--- src/rtl/troca_contexto_rr.sv ---
// troca_contexto_rr: round-robin preemptive context-switch controller.
// Ports: clock/reset, retire info (pc_in, instr_valid), process control
// (proc_create/create_id/create_pc, proc_start/start_id, io_req, proc_end),
// table read (rd_id -> rd_pc), swap outputs (swap, swap_pc, cause),
// status (current_proc, next_proc, active, in_kernel).
// Macro TROCA_CTX_QUANTUM_PER_PROC_EN adds q_wr/q_id/q_val per-slot quanta.
module troca_contexto_rr #(
  parameter int NPROC    = 8,
  parameter int PC_W     = 32,
  parameter int QW       = 8,
  parameter int QUANTUM  = 16,
  parameter int SCHED_PC = 1,
  parameter int IO_PC    = 92
) (
  input  logic                     clock,
  input  logic                     reset,
  input  logic [PC_W-1:0]          pc_in,
  input  logic                     instr_valid,
  input  logic                     proc_create,
  input  logic [$clog2(NPROC)-1:0] create_id,
  input  logic [PC_W-1:0]          create_pc,
  input  logic                     proc_start,
  input  logic [$clog2(NPROC)-1:0] start_id,
`ifdef TROCA_CTX_QUANTUM_PER_PROC_EN
  input  logic                     q_wr,
  input  logic [$clog2(NPROC)-1:0] q_id,
  input  logic [QW-1:0]            q_val,
`endif
  input  logic                     io_req,
  input  logic                     proc_end,
  input  logic [$clog2(NPROC)-1:0] rd_id,
  output logic [PC_W-1:0]          rd_pc,
  output logic                     swap,
  output logic [PC_W-1:0]          swap_pc,
  output logic [1:0]               cause,
  output logic [$clog2(NPROC)-1:0] current_proc,
  output logic [$clog2(NPROC)-1:0] next_proc,
  output logic [NPROC-1:0]         active,
  output logic                     in_kernel
);

  localparam int IDW = $clog2(NPROC);

  typedef enum logic [1:0] {
    KERNEL = 2'd0,
    RUN    = 2'd1,
    SWAP   = 2'd2
  } state_t;

  state_t            state_q, state_d;
  logic [IDW-1:0]    cur_q, cur_d;
  logic [QW-1:0]     cnt_q, cnt_d;
  logic [NPROC-1:0]  act_q, act_d;
  logic              swap_q, swap_d;
  logic [PC_W-1:0]   swap_pc_q, swap_pc_d;
  logic [1:0]        cause_q, cause_d;
  logic [PC_W-1:0]   rd_pc_q, rd_pc_d;
  logic [PC_W-1:0]   tbl_q [NPROC];
  logic [PC_W-1:0]   tbl_d [NPROC];
  logic              save;
  logic              expire;
  logic [QW-1:0]     qsel;
  logic [QW-1:0]     qload;

`ifdef TROCA_CTX_QUANTUM_PER_PROC_EN
  logic [QW-1:0]     qtab_q [NPROC];
  logic [QW-1:0]     qtab_d [NPROC];

  always_comb begin
    qtab_d = qtab_q;
    if (q_wr) qtab_d[q_id] = q_val;
    qsel = qtab_q[start_id];
  end
`else
  always_comb begin
    qsel = QW'(QUANTUM);
  end
`endif

  // A zero quantum would never expire; run at least one instruction.
  assign qload  = (qsel == '0) ? QW'(1) : qsel;
  assign expire = instr_valid && (cnt_q == QW'(1));

  always_comb begin
    state_d   = state_q;
    cur_d     = cur_q;
    cnt_d     = cnt_q;
    act_d     = act_q;
    swap_d    = 1'b0;
    swap_pc_d = swap_pc_q;
    cause_d   = cause_q;
    save      = 1'b0;
    unique case (state_q)
      KERNEL: begin
        if (proc_start && act_q[start_id]) begin
          cur_d   = start_id;
          cnt_d   = qload;
          state_d = RUN;
        end
      end
      RUN: begin
        if (instr_valid && cnt_q != '0) cnt_d = cnt_q - QW'(1);
        if (proc_end) begin
          act_d[cur_q] = 1'b0;
          swap_pc_d    = PC_W'(SCHED_PC);
          cause_d      = 2'd3;
          swap_d       = 1'b1;
          state_d      = SWAP;
        end else if (io_req) begin
          save      = 1'b1;
          swap_pc_d = PC_W'(IO_PC);
          cause_d   = 2'd2;
          swap_d    = 1'b1;
          state_d   = SWAP;
        end else if (expire) begin
          save      = 1'b1;
          swap_pc_d = PC_W'(SCHED_PC);
          cause_d   = 2'd1;
          swap_d    = 1'b1;
          state_d   = SWAP;
        end
      end
      SWAP: state_d = KERNEL;
      default: state_d = KERNEL;
    endcase
    if (proc_create) act_d[create_id] = 1'b1;
  end

  // Save is applied after create so it wins a same-slot collision.
  always_comb begin
    tbl_d = tbl_q;
    if (proc_create) tbl_d[create_id] = create_pc;
    if (save) tbl_d[cur_q] = pc_in + PC_W'(1);
    rd_pc_d = tbl_q[rd_id];
  end

  always_ff @(posedge clock) begin
    if (reset) begin
      state_q   <= KERNEL;
      cur_q     <= '0;
      cnt_q     <= '0;
      act_q     <= '0;
      swap_q    <= 1'b0;
      swap_pc_q <= '0;
      cause_q   <= '0;
      rd_pc_q   <= '0;
`ifdef TROCA_CTX_QUANTUM_PER_PROC_EN
      for (int i = 0; i < NPROC; i++) qtab_q[i] <= QW'(QUANTUM);
`endif
    end else begin
      state_q   <= state_d;
      cur_q     <= cur_d;
      cnt_q     <= cnt_d;
      act_q     <= act_d;
      swap_q    <= swap_d;
      swap_pc_q <= swap_pc_d;
      cause_q   <= cause_d;
      rd_pc_q   <= rd_pc_d;
`ifdef TROCA_CTX_QUANTUM_PER_PROC_EN
      qtab_q    <= qtab_d;
`endif
    end
  end

  // Saved-PC table survives reset.
  always_ff @(posedge clock) begin
    tbl_q <= tbl_d;
  end

  // Descending scan: last hit is the lowest index in each class.
  logic [IDW-1:0] lo_idx, hi_idx;
  logic           lo_ok, hi_ok;

  always_comb begin
    lo_idx = '0;
    hi_idx = '0;
    lo_ok  = 1'b0;
    hi_ok  = 1'b0;
    for (int i = NPROC - 1; i >= 0; i--) begin
      if (act_q[i]) begin
        lo_idx = IDW'(i);
        lo_ok  = 1'b1;
        if (i > int'(cur_q)) begin
          hi_idx = IDW'(i);
          hi_ok  = 1'b1;
        end
      end
    end
    next_proc = hi_ok ? hi_idx : (lo_ok ? lo_idx : '0);
  end

  assign rd_pc        = rd_pc_q;
  assign swap         = swap_q;
  assign swap_pc      = swap_pc_q;
  assign cause        = cause_q;
  assign current_proc = cur_q;
  assign active       = act_q;
  assign in_kernel    = (state_q != RUN);

endmodule
--- config.mk ---
export PLATFORM = sky130hd
export DESIGN_NAME = troca_contexto_rr
export DESIGN_NICKNAME = d
export VERILOG_FILES = /design/src/rtl/troca_contexto_rr.sv
export SDC_FILE = /design/constraint.sdc
export NUM_CORES = 1
export LEC_CHECK = 0
export BUFFER_PORTS_ARGS = -buffer_cell sky130_fd_sc_hd__buf_2
export CORE_UTILIZATION = 25
export DETAILED_ROUTE_END_ITERATION = 8
export SLEW_MARGIN = 0
export SYNTH_ARGS = -nofsm -noshare
export SYNTH_HDL_FRONTEND = slang
export SYNTH_SLANG_ARGS = --single-unit
export TNS_END_PERCENT = 20
--- constraint.sdc ---
create_clock -name clock -period 5.95 [get_ports clock]
set_clock_uncertainty 0.2 [all_clocks]
set_input_delay 1.19 -clock clock [delete_from_list [all_inputs] [get_ports clock]]
set_output_delay 1.19 -clock clock [all_outputs]
set_load 0.005 [all_outputs]
## Word level (Yosys, flattened, before mapping)

Index checks and enable logic that the tools add are counted.

| operators by class | value |
|---|---|
| add/subtract/negate cells | 2 |
| order comparisons | 17 |
| eq/ne operators | 6 |
| muxes and demuxes | 85 |
| bitwise logic cells | 7 |
| reductions and logical operators | 16 |

Operators with widths:

| cell | number |
|---|---|
| bitwise mux 256 bit | 2 |
| 2-to-1 mux 256 bit | 2 |
| 2-to-1 mux 32 bit | 7 |
| demux 32 bit (select 3 bit) | 2 |
| binary-select mux 32 bit (select 3 bit) | 1 |
| 2-to-1 mux 3 bit | 24 |
| 2-to-1 mux 8 bit | 5 |
| adder 32 x 1 -> 32 bit (second input constant) | 1 |
| 2-to-1 mux 1 bit | 30 |
| one-hot mux 8 bit (2 select lines) | 1 |
| 2-to-1 mux 2 bit | 7 |
| greater-or-equal comparator 4 bit (second input constant) | 3 |
| greater-than comparator 3 bit (first input constant) | 4 |
| less-than comparator 3 x 4 -> 1 bit (second input constant) | 3 |
| inverter 3 -> 4 bit | 3 |
| bitwise AND 8 bit | 1 |
| equality test 8 x 1 -> 1 bit (second input constant) | 1 |
| less-than comparator 4 x 1 -> 1 bit (second input constant) | 2 |
| inverter 8 bit | 1 |
| OR 8 bit | 1 |
| nonzero test 8 bit | 1 |
| subtractor 8 x 1 -> 8 bit (second input constant) | 1 |
| logical AND 1 bit | 7 |
| demux 1 bit (select 3 bit) | 2 |
| 16 further kinds | 21 |

| word-level totals | value |
|---|---|
| register bits after elaboration | 344 |
| input bits | 80 |
| output and inout bits | 82 |

## Longest topological paths before layout

Gate-level depths: netlist of run 1.

| logic depth | value |
|---|---|
| word-level depth | 16 |
| depth in mapped cells | 9 |

## Worst setup path before layout of run 1

OpenSTA, ideal clock, no wires.

| path | value |
|---|---|
| kind | input port to flip-flop |
| start point | in pc_in[0] |
| end point | reg tbl_q[30] (netlist name) |
| arrival | 2.733 ns |
| required time | 5.610 ns |
| setup slack | 2.877 ns |
| stages | 6 |
| path buffers | 0 |
| cells stage by stage | ha_1 -> nand2_1 -> nor4_1 -> nand4_1 -> xor2_1 -> o21ai_0 |

RTL lines:

| what | RTL line | text |
|---|---|---|
| start, declared | 17 | `input logic [PC_W-1:0] pc_in,` |
| end signal, assigned | 167 | `tbl_q <= tbl_d;` |
| end, declared | 58 | `logic [PC_W-1:0] tbl_q [NPROC];` |

## Final worst setup path of run 1

| path | value |
|---|---|
| start point | reg cur_q[0], in the netlist current_proc[0] |
| end point | out next_proc[1] |

| between the ends | value |
|---|---|
| longest elaborated chain between the ends | 16 |

RTL lines:

| what | RTL line | text |
|---|---|---|
| start, declared | 51 | `logic [IDW-1:0] cur_q, cur_d;` |
| start signal, assigned | 152 | `cur_q <= cur_d;` |
| greater-than comparator 3 bit | 183 | `if (i > int'(cur_q)) begin` |
| 2-to-1 mux 3 bit or 2-to-1 mux 1 bit (tied branches) | 183 |  |
| 2-to-1 mux 3 bit or 2-to-1 mux 1 bit (tied branches) | 180 | `if (act_q[i]) begin` |
| 2-to-1 mux 3 bit or 2-to-1 mux 1 bit (tied branches) | 183 |  |
| 2-to-1 mux 3 bit or 2-to-1 mux 1 bit (tied branches) | 180 |  |
| 2-to-1 mux 3 bit or 2-to-1 mux 1 bit (tied branches) | 183 |  |
| 2-to-1 mux 3 bit or 2-to-1 mux 1 bit (tied branches) | 180 |  |
| 2-to-1 mux 3 bit or 2-to-1 mux 1 bit (tied branches) | 183 |  |
| 2-to-1 mux 3 bit or 2-to-1 mux 1 bit (tied branches) | 180 |  |
| 2-to-1 mux 3 bit or 2-to-1 mux 1 bit (tied branches) | 183 |  |
| 2-to-1 mux 3 bit or 2-to-1 mux 1 bit (tied branches) | 180 |  |
| 2-to-1 mux 3 bit or 2-to-1 mux 1 bit (tied branches) | 183 |  |
| 2-to-1 mux 3 bit or 2-to-1 mux 1 bit (tied branches) | 180 |  |
| 2-to-1 mux 3 bit or 2-to-1 mux 1 bit (tied branches) | 183 |  |
| 2-to-1 mux 3 bit or 2-to-1 mux 1 bit (tied branches) | 180 |  |
| 2-to-1 mux 3 bit * | 189 | `next_proc = hi_ok ? hi_idx : (lo_ok ? lo_idx : '0);` |
| end, declared | 37 | `output logic [$clog2(NPROC)-1:0] next_proc,` |

Every way passes the cells marked *; elsewhere a longest branch is shown, timed or not.

==> reports/qor.csv, run 1 <==
metric,value,unit
dpl hpwl,30330,µm
Setup Viol. Count Final,0,
Critical Path RT,4560,ps
initial antenna violation count,17,
maximum vdd drop,0.0001580,V
die area,0.06339,mm²
"Hold-fix buffers, CTS",0,
synth unique cells,62,
utilization after layout,29.11,%
Worst-path clk slew,60,ps
Final Cell Area,0.01796,mm²
first-pass GRT wire length,74220,µm
Clock Sink Count,313,
largest net degree at the start of global routing,65,
Final Max Tran Viols,0,
CP Class,flip-flop to primary output,
CP startpoint kind,flip-flop,
Area Growth Syn to Fin,15.19,%
Post-CTS Setup Inserts,0,
multi-input logic area,0.008536,mm²
CTS Root Cell,clkbuf_16,
fmax,251.8,MHz
main flop type after synthesis,dfxtp_1,
FF/Latch Area,0.006266,mm²
worst hold path startpoint,cause[1]$_SDFFE_PP0P_,
sequential share of the synthesized area,40.18,%
post-CTS resize count,0,
critical path launch point,current_proc[0]$_SDFFE_PP0P_,
setup slack after layout,1978,ps
vias in the first global route,12358,
critical-path cell list,or3b_2 > a21oi_1 > nor4_1 > a31oi_1 > a21oi_1 > buf_2,
drt total wl,48660,µm
dpl cells,2471,
critical path's most frequent cell,a21oi_1,
reg2reg start,cnt_q[7]$_SDFFE_PP0P_,
Sw Share,26.76,%
CTS Buf Count,37,
Core Area,0.06171,mm²
"worst slack, placed",1964,ps
Post-Synth Adder-Cell Area,0.2407,%
hold path cells,2,
RSZ-0062 raised after global routing,no,
xor/xnor share of the synthesized area,2.078,%
synth warn,0,
Post-Layout Cell Count,2545,
Longest Clk Path Bufs,3,
Initial Util,25.27,%
layout cell share with drive strength beyond 1,23.13,%
syn avg cell area,9.681,µm²
internal power,4491,µW
Clk pwr share,36.5,%
Die Y,251.8,µm
CTS tree,yes,
drt pass-1 iters,5,
# port buffers,134,
simple-gate area share of the yosys netlist,13.54,%
GRT Util Overall,15.09,%
largest family of logic cells by synthesized area,multiplexers,
Sw Pwr,1641,µW
measured slew at the worst slew-check pin,1037,ps
Fin. Hold Viols,0,
CTS H-Tree Depth,2,
Wirelength per Cell,19.12,µm
Layout Nets,1756,
grt ovf,0,
min Tclk post-route,3972,ps
multiplexer share of the synthesized area,23.33,%
clk_lat worst skew,560,ps
ys async rst share,0,%
setup TNS,0,ps
Routability Congestion,0.8014,
#FFs+latches synth,313,
CP endpoint kind,primary output,
post-synthesis compound-gate area fraction,14.58,%
HP Class,flip-flop to flip-flop,
Starting DRT DRC Count,935,
drc violations,0,
largest stage delay on the critical path,740,ps
Post-synth EDFFs,0,
outcome,finished clean,
Die Span X,251.8,µm
sequential cell fraction of total power,44.5,%
R2R cell count,6,
static leakage,0.007158,µW
Placed Area,0.01676,mm²
PwrDens,341.3,mW/mm²
Max transition margin,30.87,%
worst endpoint data arrival time,2580,ps
max cap viols,0,
crit-path max FO,13,
Antenna Violating Nets Remaining,0,
IO Count,162,
via count,12450,
vias per std cell,4.892,
fillers,6472,
cells after synthesis,1611,
"Slowest-stage cell, CP",dfxtp_1,
Comb power frac,19.0,%
Synth Cell Area,0.01560,mm²
Tcrit/Tclk final,66.76,%
site row count,91,
[cell type report]
| type | instances | area share (%) |
|---|---|---|
| diodes | 9 | 0.1254 |
| clock buffers | 59 | 6.178 |
| clock inverters | 6 | 0.3831 |
| inverters | 15 | 0.3134 |
| multi-input cells | 1149 | 47.51 |
| flip-flops and latches | 313 | 34.88 |
| well taps | 837 | 5.829 |
| repair buffers | 157 | 4.778 |
[power by group through the flow]
stage / logic, µW / clock network (µW) / registers [µW]
after global placement: 1110 / 0 / 2740
after detailed placement: 1160 / 0 / 2770
after global routing: 1290 / 2360 / 2780
after floorplan: 905 / 0 / 2700
after CTS: 1160 / 2280 / 2730
final: 1160 / 2240 / 2730
[final timing paths]
kind / endpoint / slack, ps
worst max register to register: tbl_q[74]$_DFF_P_ / 2570
worst min register to register: cause[1]$_SDFFE_PP0P_ / 310
worst min-delay path: cause[1]$_SDFFE_PP0P_ / 310
worst max-delay path: next_proc[1] / 1980
[cell usage in the layout, fill, tap and decap left out, types with 27 or more instances in the layout]
cell,n
clkbuf_16,38
mux2_2,88
a21oi_1,157
conb_1,27
dfxtp_1,313
xor2_1,29
o21ai_1,50
mux4_2,66
nor2b_1,88
nand2_1,135
a211oi_1,90
nor2_1,112
mux2i_1,116
buf_2,133
o21ai_0,67
[Yosys cell counts, types with 37 or more instances]
cell type,count,area share [%]
clkbuf_1,67,1.6
nor2_1,113,2.7
nand2_1,135,3.2
a21oi_1,157,5.0
mux4_2,66,9.5
mux2i_1,116,7.4
a211oi_1,90,4.3
o21ai_0,67,2.2
nor2b_1,88,3.5
o21ai_1,50,1.6
buf_2,37,1.2
mux2_2,88,6.4
dfxtp_1,313,40
[stage by stage]
stage	power [µW]	hold slack [ps]
2_1_floorplan	3605	270.4
3_3_place_gp	3857	271.3
3_5_place_dp	3925	304.4
4_1_cts	6172	313.5
5_1_grt	6425	352.0
6_report	6131	312.5
[flip-flops by register name (all words and copies together) (netlist names)]
| register | cells |
|---|---|
| swap | 1 |
| swap_pc | 1 |
| current_proc | 3 |
| active | 8 |
| cause | 2 |
| rd_pc | 32 |
| state_q | 2 |
| tbl_q | 256 |
| cnt_q | 8 |
[per-layer routing]
layer | vias up | track usage [%] | part of all wire, %
li1 | 5876 | - | -
met1 | 6098 | 18.66 | 42
met2 | 384 | 25.60 | 48
met3 | 78 | 3.735 | 7.1
met4 | 14 | 4.866 | 1.8
met5 | - | 0 | 0.19
[worst max-delay path, delay by kind of cell (launching register included)]
family | cells | cell delay [ps]
simple gates | 2 | 680
flops | 1 | 740
compound gates | 3 | 450
buf+inv | 1 | 150
[logic make-up after synthesis]
group,Yosys count
other,1
xor gates and xnor gates,37
adders and majority gates,3
muxes,270
and+or+nand+nor,421
DFF,313
buffers and inverters,175
AOI/OAI and AO/OA,391
No activity file was read; power rests on OpenSTA's default activity.
==> inputs of run 2 (changes only) <==
clock period = 3.3 ns   (was 5.95 ns; I/O delays follow)
==> run 2 against run 1 <==
Hold slack worse by 110 ps. Non-clock buffer count is 24 higher. Combinational power rose by 84%. Sequential power grew 80%. Critical path depth did not move. Sequential share of layout area down 0.86 points. Total power rose by 85%. Clock-buffer cell count down 4. Largest cell class unchanged. Clock power rose by 93%. Cell area up 2.5%. Highest routed layer unchanged. Worst setup slack worse by 1800 ps.
==> reports/qor.csv, run 2 (synthesis results as in run 1) <==
metric,value,unit
outcome,finished clean,
multi-input logic area,0.008536,mm²
first-pass GRT wire length,75180,µm
R2R cell count,6,
clk_lat worst skew,550,ps
Placed Area,0.01714,mm²
HP Class,input port to flip-flop,
via count,12644,
CP Class,flip-flop to primary output,
setup TNS,0,ps
Tcrit/Tclk final,95.19,%
vias in the first global route,12565,
Max transition margin,41.92,%
site row count,91,
crit-path max FO,12,
Post-CTS Setup Inserts,0,
Die Span X,251.8,µm
die area,0.06339,mm²
GRT Util Overall,15.30,%
Initial Util,25.27,%
drt pass-1 iters,5,
setup slack after layout,158.8,ps
Fin. Hold Viols,0,
largest net degree at the start of global routing,65,
Wirelength per Cell,19.17,µm
Core Area,0.06171,mm²
Worst-path clk slew,60,ps
Final Max Tran Viols,0,
largest stage delay on the critical path,500,ps
initial antenna violation count,15,
CP startpoint kind,flip-flop,
Top reg by flops,tbl_q,
"commonest non-fill, non-tap cell in the layout",dfxtp_1,
FF/Latch Area,0.006267,mm²
CP endpoint kind,primary output,
maximum vdd drop,0.0003029,V
dpl hpwl,30320,µm
CTS tree,yes,
Final Cell Area,0.01842,mm²
RSZ-0062 raised after global routing,no,
critical path launch point,current_proc[1]$_SDFFE_PP0P_,
Antenna Violating Nets Remaining,0,
Starting DRT DRC Count,908,
worst reg2reg endpoint,tbl_q[136]$_DFF_P_,
max cap viols,0,
layout cell share with drive strength beyond 1,24.52,%
CTS Root Cell,clkbuf_16,
measured slew at the worst slew-check pin,871.3,ps
"commonest cells after routing, fill and taps aside","312 x dfxtp_1, 157 x a21oi_1, 135 x nand2_1",
IO Count,162,
reg2reg start,cnt_q[7]$_SDFFE_PP0P_,
fmax,318.4,MHz
"Hold-fix buffers, CTS",0,
Clock Sink Count,313,
Die Y,251.8,µm
drc violations,0,
"worst slack, placed",266.9,ps
grt ovf,0,
"Slowest-stage cell, CP",or3b_2,
worst endpoint data arrival time,2280,ps
Setup Viol. Count Final,0,
min Tclk post-route,3141,ps
critical-path cell list,or3b_2 > a21oi_1 > nor4_1 > a31oi_1 > o211ai_1 > buf_2,
static leakage,0.007388,µW
Critical Path RT,2440,ps
drt total wl,49100,µm
Area Growth Syn to Fin,18.11,%
vias per std cell,4.935,
Layout Nets,1781,
Routability Congestion,0.8086,
# port buffers,134,
CTS Buf Count,38,
Longest Clk Path Bufs,3,
utilization after layout,29.85,%
slack of the worst reg-to-reg path,480,ps
CTS H-Tree Depth,2,
PwrDens,617.2,mW/mm²
fillers,6500,
max reg flops,256,
crit path capture,next_proc[0],
## run 2: cell count changes in the layout (fill, tap and decap cells not counted)
cell       change
diode_2        -5
bufinv_16      +2
buf_4          +8
dfxtp_1        -1
clkbuf_8       -1
clkinv_8       -1
dfxtp_2        +1
clkbuf_16      +3
buf_12        +16
clkinv_2       +1
clkbuf_1       -6
## run 2: cell type report
cell class | count | share of cell area [%]
diodes | 4 | 0.05434
clock buffers | 55 | 6.235
clock inverters | 8 | 0.6385
inverters | 15 | 0.3056
multi-input cells | 1149 | 46.34
flip-flops and latches | 313 | 34.02
well taps | 837 | 5.685
repair buffers | 181 | 6.724
## run 2: worst min path at each step
stage	start	endpoint	slack [ps]	depth (start not counted)
6_report	start_id[2]	current_proc[2]$_SDFFE_PP0P_	200	3
3_3_place_gp	cause[1]$_SDFFE_PP0P_	cause[1]$_SDFFE_PP0P_	280	2
2_1_floorplan	cause[1]$_SDFFE_PP0P_	cause[1]$_SDFFE_PP0P_	270	2
3_5_place_dp	cause[1]$_SDFFE_PP0P_	cause[1]$_SDFFE_PP0P_	280	2
5_1_grt	io_req	cause[0]$_SDFFE_PP0P_	220	2
4_1_cts	start_id[2]	current_proc[2]$_SDFFE_PP0P_	180	3
## run 2: what timing repair did
| action | 4_1_cts | 5_1_grt |
|---|---|---|
| setup endpoints to repair | 0 | 1 |
| hold endpoints to repair | 0 | 0 |
| gates resized for setup | 0 | 1 |
## run 2: where the power goes
part           switching [µW]  internal, µW  total, µW
clock                    1690          2630       4320
sequential                350          4560       4910
combinational             952          1180       2130
total                    2990          8380      11400
## run 2: worst max-delay path, delay by kind of cell (launching register included)
kind,cells,cell delay (ps)
compound gates,3,560
buf+inv,1,140
flops,1,410
simple gates,2,620
## run 2: layer usage
metal | wire length (µm) | vias up | part of all wire, % | GRT usage, %
li1 | - | 5934 | - | -
met1 | 21280 | 6229 | 43 | 19.34
met2 | 23660 | 388 | 48 | 26.05
met3 | 3221 | 79 | 6.6 | 3.745
met4 | 867 | 14 | 1.8 | 3.688
met5 | 76 | - | 0.15 | 0
## run 2: metrics by stage
step / total power, µW / std cells / hold WS (ps)
floorplan: 6500 / 1637 / 270.4
global placement: 6967 / 2495 / 275.1
detailed placement: 7099 / 2495 / 282.5
CTS: 11460 / 2558 / 181.4
global route: 11950 / 2560 / 216.8
finish: 11370 / 2562 / 203.8
==> inputs of run 3 (changes only) <==
CTS_BUF_LIST = sky130_fd_sc_hd__clkbuf_2   (was default)
SLEW_MARGIN = 15   (was 0)
==> run 3 against run 2 <==
The flow now finishes with violations (negative setup slack). Critical path depth is the same. Worst setup slack got worse by 250 ps. Wire length grew 2.7%. Highest routed layer unchanged.
==> reports/qor.csv, run 3 (synthesis results as in run 1) <==
metric,value,unit
Layout Nets,1940,
site row count,91,
PwrDens,537.5,mW/mm²
outcome,"finished, violations left",
setup slack after layout,-90.42,ps
grt ovf,0,
max cap viols,0,
via count,13335,
die area,0.06339,mm²
vias in the first global route,13588,
Tcrit/Tclk final,102.7,%
Longest Clk Path Bufs,3,
Setup Viol. Count Final,2,
Sw Pwr,3106,µW
measured slew at the worst slew-check pin,871.3,ps
Die Y,251.8,µm
vias per std cell,4.816,
Starting DRT DRC Count,846,
Initial Util,25.27,%
sequential cell fraction of total power,47.6,%
Area Growth Syn to Fin,22.86,%
crit-path max FO,5,
Clock Sink Count,313,
CTS Root Cell,clkbuf_2,
min Tclk post-route,3390,ps
CTS tree,yes,
"commonest non-fill, non-tap cell in the layout",dfxtp_1,
largest net degree at the start of global routing,65,
drt total wl,50410,µm
layout cell share with drive strength beyond 1,27.35,%
dpl hpwl,30320,µm
maximum vdd drop,0.0002472,V
Critical Path RT,2440,ps
fmax,294.9,MHz
CTS Buf Count,89,
drc violations,0,
GRT Util Overall,15.70,%
# port buffers,134,
Comb power frac,22.5,%
worst endpoint data arrival time,2530,ps
Routability Congestion,0.8086,
setup TNS,-169.5,ps
Core Area,0.06171,mm²
static leakage,0.007919,µW
Top reg by flops,tbl_q,
clk_lat worst skew,1000,ps
Design Power,10300,µW
Fin. Hold Viols,0,
Sw Share,30.16,%
failing checks,negative setup slack,
Max transition margin,41.91,%
Worst-path clk slew,100,ps
Final Max Tran Viols,0,
CP endpoint kind,primary output,
CTS H-Tree Depth,3,
internal power,7194,µW
initial antenna violation count,11,
"commonest cells after routing, fill and taps aside","303 x dfxtp_1, 156 x a21oi_1, 136 x clkbuf_2",
Wirelength per Cell,18.20,µm
HP Class,input port to flip-flop,
drt pass-1 iters,5,
Die Span X,251.8,µm
CP Class,flip-flop to primary output,
first-pass GRT wire length,77600,µm
RSZ-0062 raised after global routing,yes,
IO Count,162,
Clk pwr share,29.9,%
Antenna Violating Nets Remaining,0,
CP startpoint kind,flip-flop,
max reg flops,256,
run 3: cell types whose count changed in the layout (fill, tap and decap cells not counted), moves of 3 or more:
cell,delta
dlygate4sd3_1,+106
clkinv_1,+16
dfxtp_1,-9
dfxtp_2,+6
clkbuf_1,-7
dfxtp_4,+3
clkbuf_8,-7
clkbuf_16,-41
inv_2,+3
clkbuf_2,+136
run 3: power by group through the flow:
| stage | registers, µW | logic, µW | clock network (µW) |
|---|---|---|---|
| after global routing | 4990 | 2560 | 3410 |
| after global placement | 4930 | 2040 | 0 |
| final | 4900 | 2320 | 3070 |
| after detailed placement | 4980 | 2120 | 0 |
| after floorplan | 4870 | 1630 | 0 |
| after CTS | 4890 | 2310 | 3190 |
run 3: worst max-delay path, cell delays in order (launching register included):
cell and delay, ps:
dfxtp_4 390, or3b_4 400, a21oi_4 200, nor4_4 80, a31oi_1 190, o211ai_1 100, buf_2 140
run 3: final timing paths:
path / from / slack, ps / cells after the start / end
max: active[5]$_SDFF_PP0_ / -90 / 6 / next_proc[0]
min: rd_id[2] / 120 / 3 / rd_pc[4]$_SDFF_PP0_
max reg2reg: active[6]$_SDFF_PP0_ / 230 / 8 / current_proc[1]$_SDFFE_PP0P_
min reg2reg: cause[1]$_SDFFE_PP0P_ / 280 / 2 / cause[1]$_SDFFE_PP0P_
run 3: metrics by stage:
stage	hold WS (ps)	instance area (µm²)	setup WS [ps]	cells	util [%]
5_1_grt	28.69	19160	-249.7	2769	31.05
3_5_place_dp	282.5	17140	266.9	2495	27.78
3_3_place_gp	275.1	17140	311.9	2495	27.78
2_1_floorplan	270.4	15690	756.6	1637	-
6_report	124.4	19160	-90.42	2769	31.05
4_1_cts	3.835	19130	-189.5	2764	31.00
run 3: cell type report:
| class | instances | area, µm² |
|---|---|---|
| Fill cell | 6550 | 42550 |
| Multi-Input combinational cell | 1149 | 8579 |
| Sequential cell | 313 | 6286 |
| Timing Repair Buffer | 289 | 2318 |
| Tap cell | 837 | 1047 |
| Clock buffer | 136 | 680.7 |
| Clock inverter | 25 | 176.4 |
| Inverter | 15 | 60.06 |
| Antenna cell | 5 | 12.51 |
run 3: routing by layer:
layer	vias to the layer above	global-route usage [%]	routed length, µm
met5	-	0	67
met4	12	4.554	943
met3	90	4.158	3147
met2	409	26.78	24450
met1	6518	19.29	21800
li1	6306	-	-
run 3: timing repair:
| action | 4_1_cts | 5_1_grt |
|---|---|---|
| endpoints found under the hold margin | 285 | 0 |
| pin swaps | 2 | 1 |
| hold buffers | 106 | 0 |
| cloned | 0 | 0 |
| setup buffers | 2 | 0 |
| resized for setup | 15 | 8 |
| endpoints found under the setup margin | 3 | 4 |
